===== src/rtl/muacm_in_arb.sv =====
// muacm_in_arb
// ------------
// Packet-aware round-robin arbiter that shares the single muacm IN byte pipe
// (device -> host) between N_SRC byte-stream sources. A granted source keeps
// the pipe until it ends a transfer with last, reaches MAX_BURST bytes, or
// stays silent for IDLE_TO cycles. If a source stops mid-transfer, the
// arbiter issues in_flush_now itself so the partial data reaches the host.
//
// Handshake: every byte channel uses valid/ready. A byte moves on a cycle
// where valid and ready are both high. Valid does not depend on ready.
// src_ready[i] is gnt[i] & in_ready, and is only high while BUSY.
//
// Ports:
//   clk, rst_n     - clock, synchronous active-low reset
//   src_data       - byte of source i on bits [8i+7:8i]
//   src_last       - per-source end-of-transfer marker
//   src_valid      - per-source byte available
//   src_ready      - per-source byte accepted this cycle
//   in_data/in_last/in_valid/in_ready - muacm IN pipe
//   in_flush_now   - one-cycle flush request (FLUSH state)
//   in_flush_time  - constant FLUSH_TIME
//   gnt            - one-hot registered grant, zero outside BUSY
//   dbg_state      - FSM state: 0 = IDLE, 1 = BUSY, 2 = FLUSH
module muacm_in_arb #(
    parameter int   N_SRC      = 2,
    parameter int   MAX_BURST  = 64,
    parameter int   IDLE_TO    = 16,
    parameter logic FLUSH_TIME = 1'b1
) (
    input  logic               clk,
    input  logic               rst_n,
    input  logic [8*N_SRC-1:0] src_data,
    input  logic [N_SRC-1:0]   src_last,
    input  logic [N_SRC-1:0]   src_valid,
    output logic [N_SRC-1:0]   src_ready,
    output logic [7:0]         in_data,
    output logic               in_last,
    output logic               in_valid,
    input  logic               in_ready,
    output logic               in_flush_now,
    output logic               in_flush_time,
    output logic [N_SRC-1:0]   gnt,
    output logic [1:0]         dbg_state
);

    localparam int         PTR_W      = $clog2(N_SRC);
    localparam logic [7:0] BURST_LAST = 8'(MAX_BURST - 1);
    localparam logic [7:0] IDLE_LAST  = 8'(IDLE_TO - 1);

    typedef enum logic [1:0] {
        ST_IDLE  = 2'd0,
        ST_BUSY  = 2'd1,
        ST_FLUSH = 2'd2
    } state_t;

    state_t           state, state_d;
    logic [N_SRC-1:0] gnt_d;
    logic [PTR_W-1:0] rr_ptr, rr_ptr_d;
    logic [7:0]       burst_cnt, burst_cnt_d;
    logic [7:0]       idle_cnt, idle_cnt_d;
    logic             dirty, dirty_d;

    logic             busy;
    logic [7:0]       sel_data;
    logic             sel_last;
    logic             sel_valid;
    logic             xfer;
    logic [7:0]       idle_inc;

    logic             pick_found;
    logic [PTR_W-1:0] pick_idx;
    logic [PTR_W-1:0] cand;
    int               cand_i;

    // ------------------------------------------------------------------
    // Datapath: mux on the registered grant, gated by BUSY.
    // ------------------------------------------------------------------
    always_comb begin
        sel_data  = 8'h00;
        sel_last  = 1'b0;
        sel_valid = 1'b0;
        for (int i = 0; i < N_SRC; i++) begin
            if (gnt[i]) begin
                sel_data  = src_data[8*i +: 8];
                sel_last  = src_last[i];
                sel_valid = src_valid[i];
            end
        end
    end

    assign busy          = (state == ST_BUSY);
    assign in_data       = busy ? sel_data : 8'h00;
    assign in_last       = busy & sel_last;
    assign in_valid      = busy & sel_valid;
    assign src_ready     = busy ? (gnt & {N_SRC{in_ready}}) : '0;
    assign xfer          = in_valid & in_ready;
    assign in_flush_now  = (state == ST_FLUSH);
    assign in_flush_time = FLUSH_TIME;
    assign dbg_state     = state;
    assign idle_inc      = idle_cnt + 8'd1;

    // ------------------------------------------------------------------
    // Round-robin pick: first valid source after the last granted one.
    // ------------------------------------------------------------------
    always_comb begin
        pick_found = 1'b0;
        pick_idx   = rr_ptr;
        cand_i     = 0;
        cand       = '0;
        for (int k = 1; k <= N_SRC; k++) begin
            cand_i = (int'(rr_ptr) + k) % N_SRC;
            cand   = PTR_W'(cand_i);
            if (!pick_found && src_valid[cand]) begin
                pick_found = 1'b1;
                pick_idx   = cand;
            end
        end
    end

    // ------------------------------------------------------------------
    // Next-state logic.
    // ------------------------------------------------------------------
    always_comb begin
        state_d     = state;
        gnt_d       = gnt;
        rr_ptr_d    = rr_ptr;
        burst_cnt_d = burst_cnt;
        idle_cnt_d  = idle_cnt;
        dirty_d     = dirty;

        unique case (state)
            ST_IDLE: begin
                if (pick_found) begin
                    gnt_d       = {{(N_SRC-1){1'b0}}, 1'b1} << pick_idx;
                    rr_ptr_d    = pick_idx;
                    burst_cnt_d = 8'd0;
                    idle_cnt_d  = 8'd0;
                    state_d     = ST_BUSY;
                end else if (dirty) begin
                    // Data left the pipe without last; push it out once the
                    // line has been quiet long enough.
                    idle_cnt_d = idle_inc;
                    if (idle_inc >= IDLE_LAST) begin
                        state_d = ST_FLUSH;
                    end
                end
            end

            ST_BUSY: begin
                if (sel_valid) begin
                    idle_cnt_d = 8'd0;
                end
                if (xfer) begin
                    if (sel_last) begin
                        // last wins over the burst cap, so nothing is pending.
                        dirty_d = 1'b0;
                        gnt_d   = '0;
                        state_d = ST_IDLE;
                    end else begin
                        dirty_d     = 1'b1;
                        burst_cnt_d = burst_cnt + 8'd1;
                        if (burst_cnt == BURST_LAST) begin
                            gnt_d   = '0;
                            state_d = ST_IDLE;
                        end
                    end
                end else if (!sel_valid) begin
                    idle_cnt_d = idle_inc;
                    if (idle_inc >= IDLE_LAST) begin
                        gnt_d   = '0;
                        state_d = dirty ? ST_FLUSH : ST_IDLE;
                    end
                end
            end

            ST_FLUSH: begin
                gnt_d      = '0;
                dirty_d    = 1'b0;
                idle_cnt_d = 8'd0;
                state_d    = ST_IDLE;
            end

            default: begin
                gnt_d   = '0;
                state_d = ST_IDLE;
            end
        endcase
    end

    // ------------------------------------------------------------------
    // State registers.
    // ------------------------------------------------------------------
    always_ff @(posedge clk) begin
        if (!rst_n) begin
            state     <= ST_IDLE;
            gnt       <= '0;
            rr_ptr    <= PTR_W'(N_SRC - 1);
            burst_cnt <= 8'd0;
            idle_cnt  <= 8'd0;
            dirty     <= 1'b0;
        end else begin
            state     <= state_d;
            gnt       <= gnt_d;
            rr_ptr    <= rr_ptr_d;
            burst_cnt <= burst_cnt_d;
            idle_cnt  <= idle_cnt_d;
            dirty     <= dirty_d;
        end
    end

endmodule


===== config.mk =====
export PLATFORM = sky130hd
export DESIGN_NAME = muacm_in_arb
export DESIGN_NICKNAME = d
export VERILOG_FILES = /design/src/rtl/muacm_in_arb.sv
export SDC_FILE = /design/constraint.sdc
export NUM_CORES = 1
export LEC_CHECK = 0
export BUFFER_PORTS_ARGS = -buffer_cell sky130_fd_sc_hd__clkbuf_2
export CORE_MARGIN = 10
export CORE_UTILIZATION = 56
export DETAILED_ROUTE_END_ITERATION = 16
export PLACE_DENSITY = 0.91
export SKIP_CTS_REPAIR_TIMING = 1
export SYNTH_ARGS = -nofsm -noshare
export SYNTH_HDL_FRONTEND = slang
export SYNTH_SLANG_ARGS = --single-unit
export TNS_END_PERCENT = 5

===== constraint.sdc =====
create_clock -name clk -period 3.6 [get_ports clk]
set_input_delay 0.72 -clock clk [delete_from_list [all_inputs] [get_ports clk]]
set_output_delay 0.72 -clock clk [all_outputs]
set_load 0.05 [all_outputs]

==> impl_metrics.env, run 1 <==
export IMPL_synth_warnings=0
export IMPL_hp_class="flip-flop to flip-flop"
export IMPL_clk_latency_ns=0.32
export IMPL_synth_cell_types=52
export IMPL_drt_total_wl_mm=3.812
export IMPL_wl_per_cell_um=14.72
export IMPL_powerDensity_mw_per_mm2=611.9
export IMPL_critPathKind="flip-flop to output port"
export IMPL_place_gp_congestion=0.8647
export IMPL_status="finished, final reports clean"
export IMPL_synth_cells=196
export IMPL_setup_viol=0
export IMPL_io_pins=41
export IMPL_num_antenna_cells=0
export IMPL_maxCapViolCount=0
export IMPL_fin_crit_ns=2.849
export IMPL_cts_buffers=3
export IMPL_clockBufferDepth=2
export IMPL_cts_sinks=22
export IMPL_track_usage_pct=14.06
export IMPL_cp_arrival_ns=2.13
export IMPL_dieArea_mm2=0.005273
export IMPL_syn2layout_area_growth_pct=13.80
export IMPL_synth_yosys_seq_area_share_pct=28.41
export IMPL_antenna_found_initial=0
export IMPL_die_w_um=72.62
export IMPL_synth_avg_cell_area_um2=7.909
export IMPL_ant_nets=0
export IMPL_grt_pass1_wl_mm=6.258
export IMPL_clock_fmax_mhz=351.0
export IMPL_clock_skew_ns=0.001531
export IMPL_period_share_pct=79.13
export IMPL_rows=19
export IMPL_vias=1583
export IMPL_rsz0062_at_grt="no"
export IMPL_synthArstFlopShare_pct=0
export IMPL_ir_drop_mv=0.4553
export IMPL_cts_root_buf="clkbuf_4"
export IMPL_hold_viol=0
export IMPL_drv_slew=0
export IMPL_grt_start_max_net_pins=19
export IMPL_drive_above_1_share_pct=22.37
export IMPL_synthesis_nets=225
export IMPL_fin_worst_hold_slack_ns=0.5064
export IMPL_start_util_pct=57.20
export IMPL_clkTransAtPathRegs_ns=0.13
export IMPL_cp_startpoint="dbg_state[1]"
export IMPL_synth_top_area_share_pct=28.41
export IMPL_cellLeakagePower_uw=0.0007346
export IMPL_cts_tree="built"
export IMPL_avgViaCountPerCell=6.112
export IMPL_synth_edf_count=0
export IMPL_crit_fanout=12
export IMPL_worst_slew_pin_transition_ns=0.8510
export IMPL_synth_area_mm2=0.001550
export IMPL_die_h_um=72.62
export IMPL_dominantRegCellSynth="dfxtp_1"
export IMPL_tns_ns=0
export IMPL_crit_path_end_kind="output port"
export IMPL_yosys_area_top_type="dfxtp_1"
export IMPL_start_kind="flip-flop"
export IMPL_hpwl_mm=2.912
export IMPL_crit_required_ns=2.88
export IMPL_setup_ws_ns=0.7513
export IMPL_first_pass_iters=4
export IMPL_rr_startpoint="dbg_state[0]"
export IMPL_fin_nets=258
export IMPL_io_buffers=39
export IMPL_synthTopCellsByArea="dfxtp_1, nor2_1, ha_1"
export IMPL_core_area_mm2=0.002710
export IMPL_ys_ff_latch=22
export IMPL_drtIter0Drc=75
export IMPL_first_global_vias=1453
export IMPL_drc=0
export IMPL_hp_start="burst_cnt[1]"
export IMPL_relSlewSlack_pct=42.52
export IMPL_grt_overflow_total=0
export IMPL_pre_cts_ws_ns=1.004
export IMPL_cts_htree_levels=1
[metrics by stage]
step	cell area [um^2]	util, %	std cells	total power [uW]
5_1_grt	1764	65.10	259	1160
2_1_floorplan	1550	-	196	818.2
3_5_place_dp	1728	63.76	255	936.6
6_report	1764	65.10	259	1080
4_1_cts	1764	65.10	259	1077
3_3_place_gp	1728	63.76	255	930.0
[synth_stat cells (all sizes together), types with 2 or more instances]
cell type,count
nand3,3
o311ai,2
and2,2
nor2b,2
a31oi,2
buf,6
or3,3
inv,10
and4,4
a41oi,3
and3,9
o22ai,3
nor4,4
xnor2,8
nor3,4
dfxtp,22
clkbuf,5
nand3b,5
ha,6
nand4b,2
nand2,8
a21oi,14
nor2,27
o21ai,11
o2bb2ai,2
a22oi,8
a32oi,2
[metal layers]
layer | up-vias | part of all wire [%] | track usage, %
li1 | 796 | - | -
met1 | 732 | 44 | 16.34
met2 | 48 | 47 | 22.74
met3 | 7 | 7.5 | 5.170
met4 | 0 | 1.8 | 5.696
met5 | - | 0 | 0
[layout make-up]
cell class	count	area, um^2
clock buffer	4	36.28
fill	244	945.9
inverter	10	37.54
multi-input combinational	153	1016
sequential	22	440.4
tap	31	38.79
timing repair buffer	39	195.2
[logic make-up (layout without fill, tap and decap cells)]
family / Yosys count / count (layout) / synth area share (%)
AOI/OAI and AO/OA: 58 / 58 / 27.04
xor gates and xnor gates: 8 / 8 / 4.520
and+or+nand+nor: 79 / 79 / 28.25
buffers and inverters: 21 / 53 / 6.053
other: 1 / 1 / 0.2419
DFF: 22 / 22 / 28.41
adders and majority gates: 7 / 7 / 5.488
[worst paths after layout]
check	endpoint	slack (ns)	cells past startpoint
setup / recovery	in_valid	0.75	5
hold / removal	burst_cnt[1]	0.51	2
setup reg to reg	idle_cnt[5]	1.06	7
hold reg to reg	burst_cnt[1]	0.51	2
[power by group]
group | switching [uW] | internal [uW]
registers | 49.8 | 276
clock network | 81.2 | 62.0
logic | 424 | 187
[worst max-delay path, stage by stage (launching register included)]
cell      delay (ns)
dfxtp_1         0.37
inv_1           0.11
ha_1            0.32
inv_1           0.24
a21oi_1         0.40
clkbuf_2        0.37
[flip-flops by register name, indices dropped and copies added (netlist names)]
register	flops
rr_ptr	1
dbg_state	2
gnt	2
idle_cnt	8
dirty	1
burst_cnt	8
[placed cells by master, fill, tap and decap left out, drive strengths merged, types with 2 or more instances in the layout]
master,n
and3,9
nand2,8
nor4,4
and4,4
nor2,27
or3,3
nand3,3
a22oi,8
o2bb2ai,2
o22ai,3
nor3,4
a21oi,14
xnor2,8
o21ai,11
clkbuf,43
o311ai,2
a41oi,3
nor2b,2
ha,6
a31oi,2
a32oi,2
nand4b,2
dfxtp,22
nand3b,5
inv,10
and2,2
No activity file was read; power rests on OpenSTA's default activity.
==> run 2, diff against run 1 <==
--- a/config.mk
+++ b/config.mk
@@ -5,11 +5,12 @@
 export SDC_FILE = /design/constraint.sdc
 export NUM_CORES = 1
 export LEC_CHECK = 0
+export ABC_AREA = 1
 export BUFFER_PORTS_ARGS = -buffer_cell sky130_fd_sc_hd__clkbuf_2
 export CORE_MARGIN = 10
-export CORE_UTILIZATION = 56
+export CORE_UTILIZATION = 53
 export DETAILED_ROUTE_END_ITERATION = 16
-export PLACE_DENSITY = 0.91
+export PLACE_DENSITY = 0.87
 export SKIP_CTS_REPAIR_TIMING = 1
 export SYNTH_ARGS = -nofsm -noshare
 export SYNTH_HDL_FRONTEND = slang
==> constraint.sdc (replaced) <==
create_clock -name clk -period 2.7 [get_ports clk]
set_input_delay 0.54 -clock clk [delete_from_list [all_inputs] [get_ports clk]]
set_output_delay 0.54 -clock clk [all_outputs]
set_load 0.05 [all_outputs]
==> impl_metrics.env, run 2 <==
export IMPL_status="finished, final reports clean"
export IMPL_die_w_um=74.54
export IMPL_avgViaCountPerCell=5.345
export IMPL_hold_viol=0
export IMPL_ys_ff_latch=22
export IMPL_grt_pass1_wl_mm=6.341
export IMPL_synth_top_area_share_pct=27.94
export IMPL_fin_nets=289
export IMPL_hp_class="input pin to flip-flop"
export IMPL_drv_slew=0
export IMPL_yosys_area_top_type="dfxtp_1"
export IMPL_synth_fa_ha_area_share_pct=4.762
export IMPL_crit_fanout=13
export IMPL_synth_edf_count=0
export IMPL_muxShareOfSynthArea_pct=0
export IMPL_pre_cts_ws_ns=0.5136
export IMPL_clockBufferDepth=2
export IMPL_wl_per_cell_um=13.58
export IMPL_maxCapViolCount=0
export IMPL_drtIter0Drc=124
export IMPL_rows=19
export IMPL_track_usage_pct=14.24
export IMPL_dieArea_mm2=0.005556
export IMPL_synth_xor_area_share_pct=2.778
export IMPL_cp_arrival_ns=2.00
export IMPL_synth_cells=218
export IMPL_powerDensity_mw_per_mm2=1079
export IMPL_relSlewSlack_pct=60.02
export IMPL_num_antenna_cells=0
export IMPL_antenna_found_initial=0
export IMPL_fin_crit_ns=2.540
export IMPL_rr_startpoint="dbg_state[1]"
export IMPL_r2r_slack_ns=0.75
export IMPL_synth_compound_area_share_pct=20.87
export IMPL_path_cells="inv_1 -> ha_1 -> clkinvlp_4 -> buf_4 -> nor2_2 -> clkbuf_2"
export IMPL_core_area_mm2=0.002805
export IMPL_cellLeakagePower_uw=0.0007916
export IMPL_cts_sinks=22
export IMPL_synthTopCellsByArea="dfxtp_1, nand2_1, nor2_1"
export IMPL_dominantRegCellSynth="dfxtp_1"
export IMPL_first_pass_iters=4
export IMPL_ir_drop_mv=0.5176
export IMPL_synthArstFlopShare_pct=0
export IMPL_slowest_delay_ns=0.42
export IMPL_cp_slowest_cell="ha_1"
export IMPL_synth_area_mm2=0.001577
export IMPL_crit_required_ns=2.16
export IMPL_synth_cell_types=41
export IMPL_synth_yosys_seq_area_share_pct=27.94
export IMPL_io_pins=41
export IMPL_drive_above_1_share_pct=31.66
export IMPL_synth_warnings=0
export IMPL_clkTransAtPathRegs_ns=0.12
export IMPL_cp_startpoint="dbg_state[1]"
export IMPL_clock_fmax_mhz=393.8
export IMPL_mostFrequentLayoutCell="clkbuf_2"
export IMPL_syn2layout_area_growth_pct=17.54
export IMPL_rsz0062_at_grt="no"
export IMPL_cts_htree_levels=1
export IMPL_synthesis_nets=247
export IMPL_drc=0
export IMPL_grt_overflow_total=0
export IMPL_start_util_pct=56.20
export IMPL_tns_ns=0
export IMPL_cts_root_buf="clkbuf_4"
export IMPL_vias=1550
export IMPL_synth_common_cells="nand2_1, nor2_1, inv_1"
export IMPL_cts_buffers=3
export IMPL_io_buffers=39
export IMPL_setup_ws_ns=0.1604
export IMPL_first_global_vias=1408
export IMPL_drt_total_wl_mm=3.939
export IMPL_setup_viol=0
export IMPL_worst_slew_pin_transition_ns=0.5991
export IMPL_top_regs="burst_cnt: 8 flops, idle_cnt: 8 flops"
export IMPL_synth_top_family_by_area="simple AND/OR/NAND/NOR gates"
export IMPL_period_share_pct=94.06
export IMPL_yosys_area_share_simple_pct=34.13
export IMPL_hpwl_mm=3.206
export IMPL_start_kind="flip-flop"
export IMPL_fin_util_pct=66.06
export IMPL_clock_skew_ns=0.002215
export IMPL_ant_nets=0
export IMPL_die_h_um=74.54
export IMPL_critPathKind="flip-flop to output port"
export IMPL_synth_avg_cell_area_um2=7.232
export IMPL_place_gp_congestion=0.8008
export IMPL_clk_latency_ns=0.31
export IMPL_hp_start="rst_n"
export IMPL_grt_start_max_net_pins=17
export IMPL_crit_path_end_kind="output port"
export IMPL_yosysMostFrequentCell="nand2_1"
export IMPL_cts_tree="built"
export IMPL_mostFrequentLayoutCells="clkbuf_2, nand2_1, nor2_1"
## run 2: cell count changes in the layout (fill, tap and decap cells not counted), moves of 5 or more
cell	delta
and3_1	-7
inv_1	+13
inv_2	+5
nand2_1	+28
nand2_2	+6
nand3_1	+10
nor2_2	+7
o21ai_0	-7
o21ai_1	+6
xnor2_1	-7
## run 2: critical path, delay by kind of cell, from the launching register on
family / cells / cell delay, ns
simple gates: 1 / 0.18
buf+inv: 4 / 0.73
flops: 1 / 0.36
fa+ha+maj: 1 / 0.42
## run 2: power by group
part | total (uW) | switching, uW | internal, uW
Combinational | 1280 | 891 | 389
Clock | 251 | 101 | 150
Sequential | 468 | 78.2 | 390
Total | 2000 | 1070 | 929
## run 2: path summary, 6_finish.rpt
check | to | depth (start not counted)
worst min register to register | burst_cnt[0] | 2
worst max register to register | burst_cnt[5] | 10
worst max-delay path | in_last | 6
worst min-delay path | dbg_state[1] | 3
## run 2: metrics by stage
step,instances,hold slack (ns),instance area [um^2],total power [uW]
6_report,290,0.4901,1853,1999
5_1_grt,290,0.4678,1853,2139
4_1_cts,288,0.4721,1834,1973
3_5_place_dp,284,0.4779,1782,1715
3_3_place_gp,284,0.4710,1782,1702
2_1_floorplan,218,0.4516,1582,1485
## run 2: cell families after synthesis
logic type               after synthesis
buffers and inverters                 34
AO/OA/AOI/OAI                         45
flip-flops                            22
AND/OR/NAND/NOR                      105
other                                  1
adder cells (fa/ha/maj)                6
XOR/XNOR                               5
## run 2: final cells by class
| cell class | count | area (um^2) |
|---|---|---|
| flip-flops and latches | 22 | 440.4 |
| inverters | 30 | 116.4 |
| multi-input cells | 162 | 994.7 |
| repair buffers | 41 | 210.2 |
| fillers | 241 | 952.2 |
| clock inverters | 1 | 30.03 |
| clock buffers | 3 | 22.52 |
| well taps | 31 | 38.79 |
## run 2: routing by layer
layer | up-vias | track usage (%) | routed length [um]
li1 | 799 | - | -
met1 | 713 | 16.09 | 1592
met2 | 28 | 25.17 | 2132
met3 | 10 | 3.856 | 132
met4 | 0 | 4.832 | 82
met5 | - | 0 | 0
==> run 3, diff against run 2 <==
--- a/config.mk
+++ b/config.mk
@@ -10,6 +10,7 @@
 export CORE_MARGIN = 10
 export CORE_UTILIZATION = 53
 export DETAILED_ROUTE_END_ITERATION = 16
+export MAX_ROUTING_LAYER = met4
 export PLACE_DENSITY = 0.87
 export SKIP_CTS_REPAIR_TIMING = 1
 export SYNTH_ARGS = -nofsm -noshare
==> impl_metrics.env, run 3 (synthesized netlist as in run 2, its figures left out) <==
export IMPL_critPathKind="flip-flop to output port"
export IMPL_clockBufferDepth=2
export IMPL_relSlewSlack_pct=59.97
export IMPL_die_h_um=74.54
export IMPL_fin_crit_ns=2.540
export IMPL_worst_slew_pin_transition_ns=0.5997
export IMPL_cts_root_buf="clkbuf_4"
export IMPL_pre_cts_ws_ns=0.5136
export IMPL_first_global_vias=1405
export IMPL_fin_nets=289
export IMPL_crit_path_end_kind="output port"
export IMPL_grt_start_max_net_pins=17
export IMPL_crit_required_ns=2.16
export IMPL_io_buffers=39
export IMPL_rows=19
export IMPL_hpwl_mm=3.206
export IMPL_rsz0062_at_grt="no"
export IMPL_setup_ws_ns=0.1599
export IMPL_crit_fanout=13
export IMPL_antenna_found_initial=0
export IMPL_grt_pass1_wl_mm=6.341
export IMPL_cts_sinks=22
export IMPL_drive_above_1_share_pct=31.66
export IMPL_hp_class="input pin to flip-flop"
export IMPL_num_antenna_cells=0
export IMPL_drtIter0Drc=118
export IMPL_place_inst=284
export IMPL_avgViaCountPerCell=5.321
export IMPL_maxCapViolCount=0
export IMPL_fillers=241
export IMPL_fin_cells=290
export IMPL_fin_util_pct=66.06
export IMPL_period_share_pct=94.08
export IMPL_cellLeakagePower_uw=0.0007916
export IMPL_start_kind="flip-flop"
export IMPL_syn2layout_area_growth_pct=17.54
export IMPL_io_pins=41
export IMPL_drt_total_wl_mm=3.940
export IMPL_dieArea_mm2=0.005556
export IMPL_clock_skew_ns=0.003060
export IMPL_vias=1543
export IMPL_mostFrequentLayoutCell="clkbuf_2"
export IMPL_drc=0
export IMPL_hold_viol=0
export IMPL_wl_per_cell_um=13.59
export IMPL_tns_ns=0
export IMPL_core_area_mm2=0.002805
export IMPL_track_usage_pct=14.66
export IMPL_cp_arrival_ns=2.00
export IMPL_first_pass_iters=4
export IMPL_die_w_um=74.54
export IMPL_cts_tree="built"
export IMPL_ir_drop_mv=0.5175
export IMPL_clock_fmax_mhz=393.7
export IMPL_mostFrequentLayoutCells="clkbuf_2, nand2_1, nor2_1"
export IMPL_grt_overflow_total=0
export IMPL_place_gp_congestion=0.8123
export IMPL_ant_nets=0
export IMPL_cts_buffers=3
export IMPL_clkTransAtPathRegs_ns=0.12
export IMPL_placed_area_mm2=0.001782
export IMPL_cts_htree_levels=1
export IMPL_top_regs="burst_cnt: 8 flops, idle_cnt: 8 flops"
export IMPL_start_util_pct=56.20
export IMPL_powerDensity_mw_per_mm2=1079
export IMPL_setup_viol=0
export IMPL_stdcell_area_mm2=0.001853
export IMPL_drv_slew=0
export IMPL_clk_latency_ns=0.31
export IMPL_status="finished, final reports clean"
-- run 3: area by class of cell --
cell class              instances  area, um^2  area share, %
multi-input cells             162       994.7          53.68
well taps                      31       38.79          2.093
inverters                      30       116.4          6.280
clock inverters                 1       30.03          1.621
repair buffers                 41       210.2          11.34
clock buffers                   3       22.52          1.215
flip-flops and latches         22       440.4          23.77
-- run 3: worst max-delay path, stage by stage (launching register included) --
cell and delay [ns]:
dfxtp_1 0.36, inv_1 0.08, ha_1 0.42, clkinvlp_4 0.14, buf_4 0.20, nor2_2 0.18, clkbuf_2 0.31
-- run 3: worst paths after layout --
check                             startpoint            to  slack, ns  depth (start not counted)
worst max-delay path            dbg_state[1]       in_last       0.16                          6
worst min-delay path                   rst_n  dbg_state[1]       0.49                          3
worst max register to register        gnt[1]        gnt[1]       0.75                          8
worst min register to register  burst_cnt[0]  burst_cnt[0]       0.50                          2
-- run 3: report_power, final --
| group | switching, uW | leakage (uW) | internal, uW |
|---|---|---|---|
| clock | 101 | 0.0000279 | 150 |
| combinational | 891 | 0.000585 | 389 |
| sequential | 78.4 | 0.000179 | 390 |
| total | 1070 | 0.000792 | 929 |
-- run 3: layer usage --
layer	vias to the layer above	track usage [%]	share of wire, %
li1	799	-	-
met1	709	16.25	41
met2	25	25.17	54
met3	10	3.590	3.1
met4	0	4.832	2.1
met5	-	-	0
-- run 3: through the flow --
| stage | hold slack, ns | power (uW) |
|---|---|---|
| 2_1_floorplan | 0.4516 | 1485 |
| 4_1_cts | 0.4721 | 1973 |
| 5_1_grt | 0.4679 | 2139 |
| 3_3_place_gp | 0.4710 | 1702 |
| 3_5_place_dp | 0.4779 | 1715 |
| 6_report | 0.4880 | 1999 |
